## config.mk

```make
export PLATFORM = sky130hd
export DESIGN_NAME = coef_table_server
export DESIGN_NICKNAME = d
export VERILOG_FILES = /design/src/rtl/coef_table_server.sv
export SDC_FILE = /design/constraint.sdc
export NUM_CORES = 1
export LEC_CHECK = 0
export ABC_AREA = 1
export CORE_MARGIN = 3
export CORE_UTILIZATION = 62
export CTS_BUF_LIST = sky130_fd_sc_hd__clkbuf_8
export CTS_CLUSTER_DIAMETER = 200
export DETAILED_ROUTE_END_ITERATION = 16
export HOLD_SLACK_MARGIN = 0.05
export PLACE_DENSITY = 0.88
export SYNTH_ARGS = -nofsm -noshare
export SYNTH_HDL_FRONTEND = slang
export SYNTH_SLANG_ARGS = --single-unit
export TNS_END_PERCENT = 100
```

## constraint.sdc

```tcl
create_clock -name clk -period 2.9 [get_ports clk]
set_input_delay 0.29 -clock clk [delete_from_list [all_inputs] [get_ports clk]]
set_output_delay 0.29 -clock clk [all_outputs]
set_load 0.03 [all_outputs]
```

## src/rtl/coef_table_server.sv

```systemverilog
// Two-bank coefficient table: fills itself with reciprocal-style defaults after
// reset, then serves single-cycle reads and writes. Reads take priority over writes.
module coef_table_server #(
    parameter int CNT_WIDTH    = 4,
    parameter int F_WIDTH      = 8,
    parameter int NUM_OF_TERMS = 8
) (
    input  logic                 clk,
    input  logic                 rst,
    output logic                 busy,
    input  logic                 rd_req,
    input  logic                 rd_bank,
    input  logic [CNT_WIDTH-1:0] rd_addr,
    output logic                 rd_ack,
    output logic [F_WIDTH-1:0]   rd_data,
    output logic                 rd_err,
    input  logic                 wr_req,
    input  logic                 wr_bank,
    input  logic [CNT_WIDTH-1:0] wr_addr,
    input  logic [F_WIDTH-1:0]   wr_data,
    output logic                 wr_ack
);
    localparam int IDX_W = CNT_WIDTH + 1;
    localparam int DEPTH = 2 * NUM_OF_TERMS;
    localparam longint unsigned M_VAL = (64'd1 << F_WIDTH) - 64'd1;

    typedef enum logic {INIT, READY} state_t;

    state_t             state_q, state_d;
    logic [IDX_W-1:0]   cnt_q, cnt_d;
    logic [F_WIDTH-1:0] mem_q   [DEPTH];
    logic [F_WIDTH-1:0] def_tab [DEPTH];

    logic               rd_ack_q, rd_ack_d;
    logic               rd_err_q, rd_err_d;
    logic [F_WIDTH-1:0] rd_data_q, rd_data_d;
    logic               wr_ack_q, wr_ack_d;

    logic               rd_fire, wr_fire, wr_commit;
    logic               rd_in_range, wr_in_range;
    logic [IDX_W-1:0]   rd_idx, wr_idx;
    logic [F_WIDTH-1:0] rd_word;

    // Defaults are elaboration-time constants; bank 1 occupies the upper half.
    for (genvar gi = 0; gi < NUM_OF_TERMS; gi++) begin : g_def
        assign def_tab[gi]                = F_WIDTH'(M_VAL / 64'(gi + 1));
        assign def_tab[NUM_OF_TERMS + gi] = F_WIDTH'(M_VAL / 64'(2 * gi + 1));
    end

    always_comb begin
        state_d = state_q;
        cnt_d   = cnt_q;
        busy    = 1'b0;
        case (state_q)
            INIT: begin
                busy  = 1'b1;
                cnt_d = cnt_q + 1'b1;
                if (cnt_q == IDX_W'(DEPTH - 1)) begin
                    state_d = READY;
                    cnt_d   = '0;
                end
            end
            READY:   state_d = READY;
            default: state_d = INIT;
        endcase
    end

    always_ff @(posedge clk) begin
        if (rst) begin
            state_q <= INIT;
            cnt_q   <= '0;
        end else begin
            state_q <= state_d;
            cnt_q   <= cnt_d;
        end
    end

    always_comb begin
        rd_in_range = {1'b0, rd_addr} < IDX_W'(NUM_OF_TERMS);
        wr_in_range = {1'b0, wr_addr} < IDX_W'(NUM_OF_TERMS);
        rd_idx      = rd_bank ? IDX_W'(NUM_OF_TERMS) + {1'b0, rd_addr} : {1'b0, rd_addr};
        wr_idx      = wr_bank ? IDX_W'(NUM_OF_TERMS) + {1'b0, wr_addr} : {1'b0, wr_addr};
        rd_word     = '0;
        for (int i = 0; i < DEPTH; i++) begin
            if (rd_idx == IDX_W'(i)) rd_word = mem_q[i];
        end
        rd_fire   = (state_q == READY) && rd_req;
        wr_fire   = (state_q == READY) && wr_req && !rd_req;
        wr_commit = wr_fire && wr_in_range;
        rd_ack_d  = rd_fire;
        rd_err_d  = rd_fire && !rd_in_range;
        rd_data_d = rd_data_q;
        if (rd_fire) rd_data_d = rd_in_range ? rd_word : '0;
        // Out-of-range writes are still acknowledged so the writer can move on.
        wr_ack_d  = wr_fire;
    end

    always_ff @(posedge clk) begin
        if (rst) begin
            rd_ack_q  <= 1'b0;
            rd_err_q  <= 1'b0;
            rd_data_q <= '0;
            wr_ack_q  <= 1'b0;
        end else begin
            rd_ack_q  <= rd_ack_d;
            rd_err_q  <= rd_err_d;
            rd_data_q <= rd_data_d;
            wr_ack_q  <= wr_ack_d;
        end
    end

    // Writes never coincide with reads, so a read always sees settled flop contents.
    always_ff @(posedge clk) begin
        for (int i = 0; i < DEPTH; i++) begin
            if (state_q == INIT && cnt_q == IDX_W'(i)) begin
                mem_q[i] <= def_tab[i];
            end else if (wr_commit && wr_idx == IDX_W'(i)) begin
                mem_q[i] <= wr_data;
            end
        end
    end

    assign rd_ack  = rd_ack_q;
    assign rd_err  = rd_err_q;
    assign rd_data = rd_data_q;
    assign wr_ack  = wr_ack_q;

endmodule

```

==> results.rst <==
.. list-table::
   :header-rows: 1

   * - Metric
     - Value
   * - Total number of placement rows
     - 37
   * - Signal arrival time at the worst endpoint
     - 2.93 ns
   * - Delay of the slowest cell on the worst path
     - 0.50 ns
   * - Count of input and output buffers
     - 33
   * - Internal power
     - 3.25 mW
   * - Pin slew with the least headroom to its limit
     - 1.23 ns
   * - Clock slew at reported path FFs
     - 0.08 ns
   * - Post-CTS Resized
     - 0
   * - Top library cells by usage in the layout, fill and taps aside
     - 235 x sky130_fd_sc_hd__nand2_1, 128 x sky130_fd_sc_hd__edfxtp_1, 121 x sky130_fd_sc_hd__nor2_1, 97 x sky130_fd_sc_hd__inv_1, 33 x sky130_fd_sc_hd__clkdlybuf4s50_1
   * - Filler cells
     - 709
   * - All-Layer GR Usage
     - 0.330
   * - Detailed router's first-iteration violation count
     - 879
   * - Hold path depth
     - 3
   * - Worst path slowest cell
     - sky130_fd_sc_hd__clkdlybuf4s50_1
   * - Flop and latch count out of synthesis
     - 145
   * - Required time worst endpoint
     - 3.22 ns
   * - Top Ports
     - 34
   * - Vias per std cell
     - 6.01
   * - Logic gate share of total power
     - 0.078
   * - Worst setup slack for register-to-register paths
     - 0.44 ns
   * - Relative contribution of the clock network to total power
     - 0.396
   * - Weighted congestion reported at the end of routability-driven placement
     - 0.961
   * - Final antenna-violating net count
     - 0
   * - Via count of the first global-routing pass
     - 5,587
   * - Router iterations before antenna repair
     - 6
   * - Sequential cell area fraction in the yosys report
     - 0.621
   * - Sequential cell fraction of total power
     - 0.526
   * - Worst VDD drop
     - 0.000437 V
   * - Post-Syn Area
     - 6730 um2
   * - Synth Flop Type
     - sky130_fd_sc_hd__edfxtp_1
   * - Setup violation total in the final timing report
     - 0
   * - Layout cells sized above 1
     - 0.0844
   * - Power consumption
     - 4.32 mW
   * - CTS buffer count
     - 17
   * - Share of synthesized flip-flops with an asynchronous set or reset
     - 0
   * - Post-CTS Setup Bufs
     - 0
   * - Post-synth EDFFs
     - 128
   * - Setup repair after global routing missed its margin
     - false
   * - Insertion delay of the later-clocked pin in the worst-skew pair
     - 0.46 ns
   * - Outcome
     - finished clean
   * - Max Fanout on Critical Path
     - 7
   * - Type of the worst setup path
     - input port to flip-flop
   * - Kind of end point of the critical path
     - flip-flop
   * - TritonCTS clock tree
     - built
   * - Pin count of the biggest net entering global routing
     - 18
   * - Count of final hold-check violations
     - 0
   * - P_leak
     - 2.81 nW
   * - Critical R2R Launch
     - state_q
   * - Yosys cell types
     - 29
   * - Initial antenna violation count
     - 0
   * - Startpoint of the most critical hold path
     - wr_req
   * - Hold endpoint
     - wr_ack
   * - Number of max-slew violations in the final report
     - 0
   * - Avg Inst Size Synth
     - 9.11 um2
   * - Clock root buffer
     - sky130_fd_sc_hd__clkbuf_8
   * - Initial cell density of the core
     - 0.644
   * - Count of inserted antenna diode cells
     - 0
   * - Final std cells w/o fill
     - 942
   * - Accumulated negative setup slack
     - 0 ns
   * - Worst max-slew margin expressed relative to the limit
     - 0.168
   * - Kind of launch point of the worst setup path
     - input port
   * - Number of placed instances with taps included
     - 910
   * - Chip width
     - 110 um
   * - Sink count of the clock tree
     - 145
   * - Post-route clock period utilization
     - 0.901
   * - Critical register-to-register path endpoint
     - mem_q[1][31]
   * - Fmax
     - 383 MHz
   * - Fin nets
     - 821
   * - Cell count after synthesis
     - 739
   * - Deepest level of the CTS H-tree
     - 4
   * - Core footprint
     - 10,500 um2
   * - Number of max-cap violations
     - 0
   * - Remaining Overflow, GRT
     - 0
   * - Area occupied by registers
     - 4180 um2
   * - Layout Area Growth over Synthesis
     - 14.7%
   * - Post-Syn Nets
     - 767
   * - Worst setup skew after layout
     - 0.0129 ns
   * - Overall routed net length
     - 18.5 mm
   * - Startpoint of the worst setup timing path
     - rd_addr[3]
   * - Wire length of the first global-routing pass
     - 29.0 mm
   * - Crit path cell chain
     - clkdlybuf4s50_1 > ha_1 > nor2_4 > nand4_2 > or2_2 > nand2_1 > nand4_1 > nand2_1 > nand4_1 > nor3_1 > nand4_1 > nand2_1 > a21oi_1
   * - Total area of multi-input combinational cells
     - 2120 um2
   * - Net switching power
     - 1.07 mW
   * - Power density relative to cell area
     - 559 nW/um2
   * - Most common cell after layout, fill and taps aside
     - sky130_fd_sc_hd__nand2_1
   * - Worst min-delay path category
     - input port to flip-flop
   * - Net switching fraction of the power
     - 0.249
   * - Number of hold-repair buffers added at the cts stage
     - 0
   * - Synth warn
     - 0
   * - Via total after detailed routing
     - 5,658
   * - Deepest clock path buffer count
     - 2
   * - Detailed placement HPWL
     - 12.6 mm
   * - Worst Reg-to-Reg Cells
     - 7
   * - DRC Markers
     - 0
   * - Post-detailed-route wirelength per cell
     - 19.6 um
   * - Shortest period the worst path allows
     - 2.61 ns
   * - Die area
     - 12,100 um2
   * - Die Height
     - 110 um
per-layer routing:
metal  global-route usage  part of all wire  vias to the layer above
met1                0.413              0.36                     2590
li1                     -                 -                     2485
met2                0.520              0.47                      471
met4                0.190             0.051                        0
met5                    0                 0                        -
met3               0.0914              0.13                      112
registers in the layout, indices dropped and copies added (netlist names):
signal / count
wr_ack: 1
rd_err: 1
rd_data: 8
state_q: 1
mem_q: 128
cnt_q: 5
rd_ack: 1
critical path: cells and delay by family:
family	cells	cell delay, ns
AO/OA/AOI/OAI	1	0.06
adder cells (fa/ha/maj)	1	0.42
buffers and inverters	1	0.50
AND/OR/NAND/NOR	10	1.65
stage by stage:
| step | hold slack [ns] | setup slack (ns) | area [um2] | util |
|---|---|---|---|---|
| 3_3_place_gp | 0.455 | -0.104 | 7300 | 0.697 |
| 3_5_place_dp | 0.462 | -0.138 | 7300 | 0.697 |
| 2_1_floorplan | 0.369 | 0.652 | 6730 | - |
| 6_report | 0.463 | 0.287 | 7720 | 0.738 |
| 5_1_grt | 0.462 | 0.144 | 7720 | 0.738 |
| 4_1_cts | 0.459 | 0.357 | 7720 | 0.738 |
logic make-up after synthesis:
kind of cell	Yosys count	share of synthesized area
fa+ha+maj	6	0.0111
buf+inv	114	0.0637
flops	145	0.621
compound gates	36	0.0279
xor+xnor	1	0.00130
simple gates	437	0.275
worst max-delay path by stage:
| stage | to | cells after the start |
|---|---|---|
| 2_1_floorplan | mem_q[1][16] | 8 |
| 3_3_place_gp | rd_data[2] | 13 |
| 3_5_place_dp | rd_data[2] | 13 |
| 4_1_cts | rd_data[2] | 13 |
| 5_1_grt | rd_data[2] | 13 |
| 6_report | rd_data[2] | 13 |
layout make-up:
| cell class | instances | area share |
|---|---|---|
| Inverter | 101 | 0.0491 |
| Timing Repair Buffer | 48 | 0.0574 |
| Tap cell | 136 | 0.0220 |
| Multi-Input combinational cell | 480 | 0.275 |
| Sequential cell | 145 | 0.542 |
| Clock buffer | 18 | 0.0321 |
| Clock inverter | 14 | 0.0228 |
cells in the mapped netlist, drive strengths merged, types with 4 or more instances:
library cell	n	area (um2)
nor2	130	531
or2	13	81.3
nand3	26	130
o21ai	22	110
a21oi	10	50.1
nand2	236	888
edfxtp	128	3840
clkbuf	13	50.0
nor3	4	20.0
inv	100	375
ha	6	75.1
dfxtp	17	340
nand4	24	156
power groups by stage:
stage | combinational (mW) | clock (mW) | sequential [mW]
5_1_grt | 0.364 | 1.79 | 2.27
4_1_cts | 0.327 | 1.70 | 2.27
3_3_place_gp | 0.312 | 0 | 2.32
2_1_floorplan | 0.189 | 0 | 2.31
6_report | 0.337 | 1.71 | 2.27
3_5_place_dp | 0.320 | 0 | 2.32
Power figures use the tool's default switching activity.
==> RTL edit 1 (same settings) <==
Make the reset (`rst`) asynchronous in 2 clocked blocks.
--- a/src/rtl/coef_table_server.sv
+++ b/src/rtl/coef_table_server.sv
@@ -67,3 +67,3 @@
 
-    always_ff @(posedge clk) begin
+    always_ff @(posedge clk or posedge rst) begin
         if (rst) begin
@@ -97,3 +97,3 @@
 
-    always_ff @(posedge clk) begin
+    always_ff @(posedge clk or posedge rst) begin
         if (rst) begin
Check against the original RTL: same outputs for any inputs over 10 cycles, from zero or initial values and one cycle with rst high; that may be too few to reach the edited logic, so the function may still have changed.
==> RTL edit 1 against the original RTL <==
Wire length is 0.16% higher. Synthesized area is 1.8% higher. Setup slack got worse by 0.074 ns. Design area grew 0.78%. Sequential power hardly changed. Count of clock-buffer cells in the layout increased by 1. Critical path type unchanged. Largest power group unchanged. Sequential cell count stayed put. Total power shrank 1.8%. Maximum frequency down 2.8%.
==> RTL edit 1: results (changes against the original RTL) <==
synth_common_cells: "242 x nand2_1, 128 x edfxtp_1, 100 x nor2_1"
gp_congestion: 0.937  # -2.6%
drt-pass1-iter-count: 6  # unchanged
p_leak_uw: 0.00296  # +5.4%
dp.final_hpwl_um: 12600  # about the same
drive_above_1_share_pct: 10.0  # +1.6 points
wl_met1_um: 6660  # +1.1%
ctsRootBufferMaster: "clkbuf_8"
grt_first_pass_wirelength_um: 28500  # -1.6%
finClkSkew_ns: 0.0107  # -0.00216 ns
syn_nets: 764  # -0.39%
insertion_delay_ns: 0.44  # -0.02 ns
met3WireLength_um: 2410  # +3.3%
synth_edf_count: 128  # unchanged
power_sequential_uw: 2270  # about the same
ys.flop_type: "edfxtp_1"
powerClk_uw: 1590  # -7%
p_int_uw: 3190  # -1.8%
cp_data_arrival_time_ns: 3.02  # +0.09 ns
regMostFlops: "mem_q"
drtIter0Drc: 785  # -11%
dpl_cell_area_mm2: 0.00739  # +1.3%
path_clk_slew_ns: 0.08  # about the same
nets: 815  # -0.73%
wl_um: 18500  # +0.16%
p_sw_share_pct: 24.9  # about the same
critical_path.top_delay_family: "simple AND/OR/NAND/NOR gates"
fillers: 707  # -0.28%
relSlewSlack_pct: 14.1  # -2.8 points
yosys-top-cells-area: "edfxtp_1 56%, nand2_1 13%, dfrtp_1 6.2%"
status: "completed"
synth.distinct_cells: 27  # -6.9%
irDropWorstVdd_mv: 0.312  # -29%
cp_slowest_stage_delay_ns: 0.44  # -0.06 ns
grt_util_all_layers_pct: 30.4  # -2.7 points
dr_wl_met2_um: 8530  # -0.97%
synthArstFlopShare_pct: 11.7  # +12 points
min_path_type: "in2async"
vias: 5609  # -0.87%
grt_pass1_vias: 5512  # -1.3%
ys_seq_area_share_pct: 62.3  # +0.16 points
## RTL edit 1: final timing paths
path | start | end | slack [ns] | cells after the start
max in group asynchronous | rst | rd_err | 2.15 | 2
worst min register to register | rd_data[6] | rd_data[6] | 0.50 | 2
worst max-delay path | rd_addr[3] | rd_data[4] | 0.21 | 15
min in group clk | wr_req | wr_ack | 0.44 | 3
worst max register to register | state_q | mem_q[0][33] | 0.28 | 8
worst min-delay path | rst | wr_ack | 0.27 | 2
## RTL edit 1: per-layer routing
metal	GRT usage [%]	vias up
li1	-	2473
met1	38.7	2604
met2	48.7	445
met3	7.53	87
met4	15.2	0
met5	0	-
## RTL edit 1: area by class of cell
type | instances | area [um2] | share of cell area (%)
multi-input cells | 476 | 2140 | 27.5
clock buffers | 19 | 262 | 3.36
inverters | 101 | 379 | 4.87
well taps | 136 | 170 | 2.19
flip-flops and latches | 145 | 4270 | 54.9
repair buffers | 46 | 428 | 5.50
clock inverters | 13 | 130 | 1.67
## RTL edit 1: per-stage QoR
stage / worst slack [ns] / instances / setup TNS [ns] / hold WS [ns] / util [%]
2_1_floorplan: 0.820 / 736 / 0 / 0.216 / -
3_3_place_gp: 0.00221 / 904 / 0 / 0.468 / 70.0
3_5_place_dp: -0.0867 / 904 / -0.131 / 0.480 / 70.0
4_1_cts: 0.289 / 936 / 0 / 0.281 / 73.7
5_1_grt: 0.0847 / 936 / 0 / 0.323 / 73.7
6_report: 0.213 / 936 / 0 / 0.270 / 73.7
## RTL edit 1: cell families after synthesis
kind of cell	count (synthesis)	share of synthesized area, %
adders and majority gates	6	1.10
xor gates and xnor gates	1	0.128
buffers and inverters	115	6.43
and+or+nand+nor	436	27.5
DFF	145	62.3
AOI/OAI and AO/OA	33	2.54
==> RTL edit 2 (config.mk and constraints unchanged) <==
Made on the original files. The parameter `CNT_WIDTH` goes from 4 to 6.
--- a/src/rtl/coef_table_server.sv
+++ b/src/rtl/coef_table_server.sv
@@ -3,3 +3,3 @@
 module coef_table_server #(
-    parameter int CNT_WIDTH    = 4,
+    parameter int CNT_WIDTH    = 6,
     parameter int F_WIDTH      = 8,
Interface: changed (resized rd_addr and wr_addr); port bits go from 34 to 38. The function was not compared with the original's and may differ.
==> RTL edit 2 against the original RTL <==
Setup slack better by 0.090 ns. Register-to-register slack better by 0.08 ns. Wire length up 1.8%. Total power down 4.6%. Sequential cell count up 2. Synthesized cell count up 1.6%. Non-clock buffer count up 18. Final cell count up 3.3%. Synthesized area up 1.4%. Design area up 2.5%. Critical path depth up 6. Largest cell class unchanged.
==> RTL edit 2: results (changes against the original RTL) <==
wl_met1_um: 6660  # +1.1%
dp.final_hpwl_um: 12700  # +0.64%
grt_util_all_layers_pct: 31.0  # -2.0 points
met3WireLength_um: 2810  # +21%
port_buffers: 37  # +12%
synth_xor_area_share_pct: 0.257  # +0.13 points
grt_first_pass_wirelength_um: 29400  # +1.3%
r2r-end: "mem_q[1][18]"
placedCellCount: 941  # +3.4%
grt_max_degree: 17  # -1
p_sw_share_pct: 24.1  # -0.82 points
dr_wl_met2_um: 8460  # -1.9%
worst_r2r_path_depth: 3  # -4
dpl_cell_area_mm2: 0.00754  # +3.3%
drive_above_1_share_pct: 9.68  # +1.2 points
timing.rr.start: "cnt_q[5]"
clkPwrFrac_pct: 37.5  # -2.1 points
synth_area_per_cell_um2: 9.09  # -0.23%
path_max_fanout: 8  # +1
gp_congestion: 1.01  # +5.0%
status: "completed"
irDropWorstVdd_mv: 0.338  # -22%
layout.cells.non_filler: 973  # +3.3%
ys_seq_area_share_pct: 61.9  # -0.27 points
nets: 856  # +4.3%
p_leak_uw: 0.00283  # +0.74%
r2r_slack_ns: 0.52  # +0.08 ns
wl_um: 18800  # +1.8%
syn_nets: 783  # +2.1%
yosys-top-cells-area: "edfxtp_1 56%, nand2_1 13%, nor2_1 7.2%"
synthAdderAreaFrac_pct: 1.10  # -0.015 points
dpl_worst_slack_ns: -0.0245  # +0.114 ns
synth_common_cells: "234 x nand2_1, 131 x nor2_1, 128 x edfxtp_1"
cp_data_arrival_time_ns: 2.90  # -0.03 ns
min_path_cells: 5  # +2
power.share.sequential_pct: 55.8  # +3.2 points
RTL edit 2: changes by cell type after synthesis, sizes merged, moves of 8 or more:
cell / unedited run / this run
or2: 13 / 1
nand3: 26 / 18
a21oi: 10 / 43
nor2: 130 / 143
o21ai: 22 / 11
inv: 100 / 92
RTL edit 2: worst reg2reg max path, cell delays in order (launching register included):
cell	delay, ns
dfxtp_1	0.35
nor3_1	0.38
inv_1	0.17
o31ai_1	1.10
RTL edit 2: area by class of cell:
| class | count | area share [%] |
|---|---|---|
| flip-flops and latches | 147 | 53.4 |
| inverters | 93 | 4.43 |
| clock inverters | 15 | 1.82 |
| multi-input cells | 499 | 27.9 |
| repair buffers | 66 | 7.43 |
| well taps | 136 | 2.15 |
| clock buffers | 17 | 2.96 |
RTL edit 2: routing by layer:
metal | vias to the layer above | GRT usage, %
met4 | 0 | 13.7
met1 | 2645 | 41.7
li1 | 2592 | -
met5 | - | 0
met3 | 114 | 7.64
met2 | 571 | 48.2
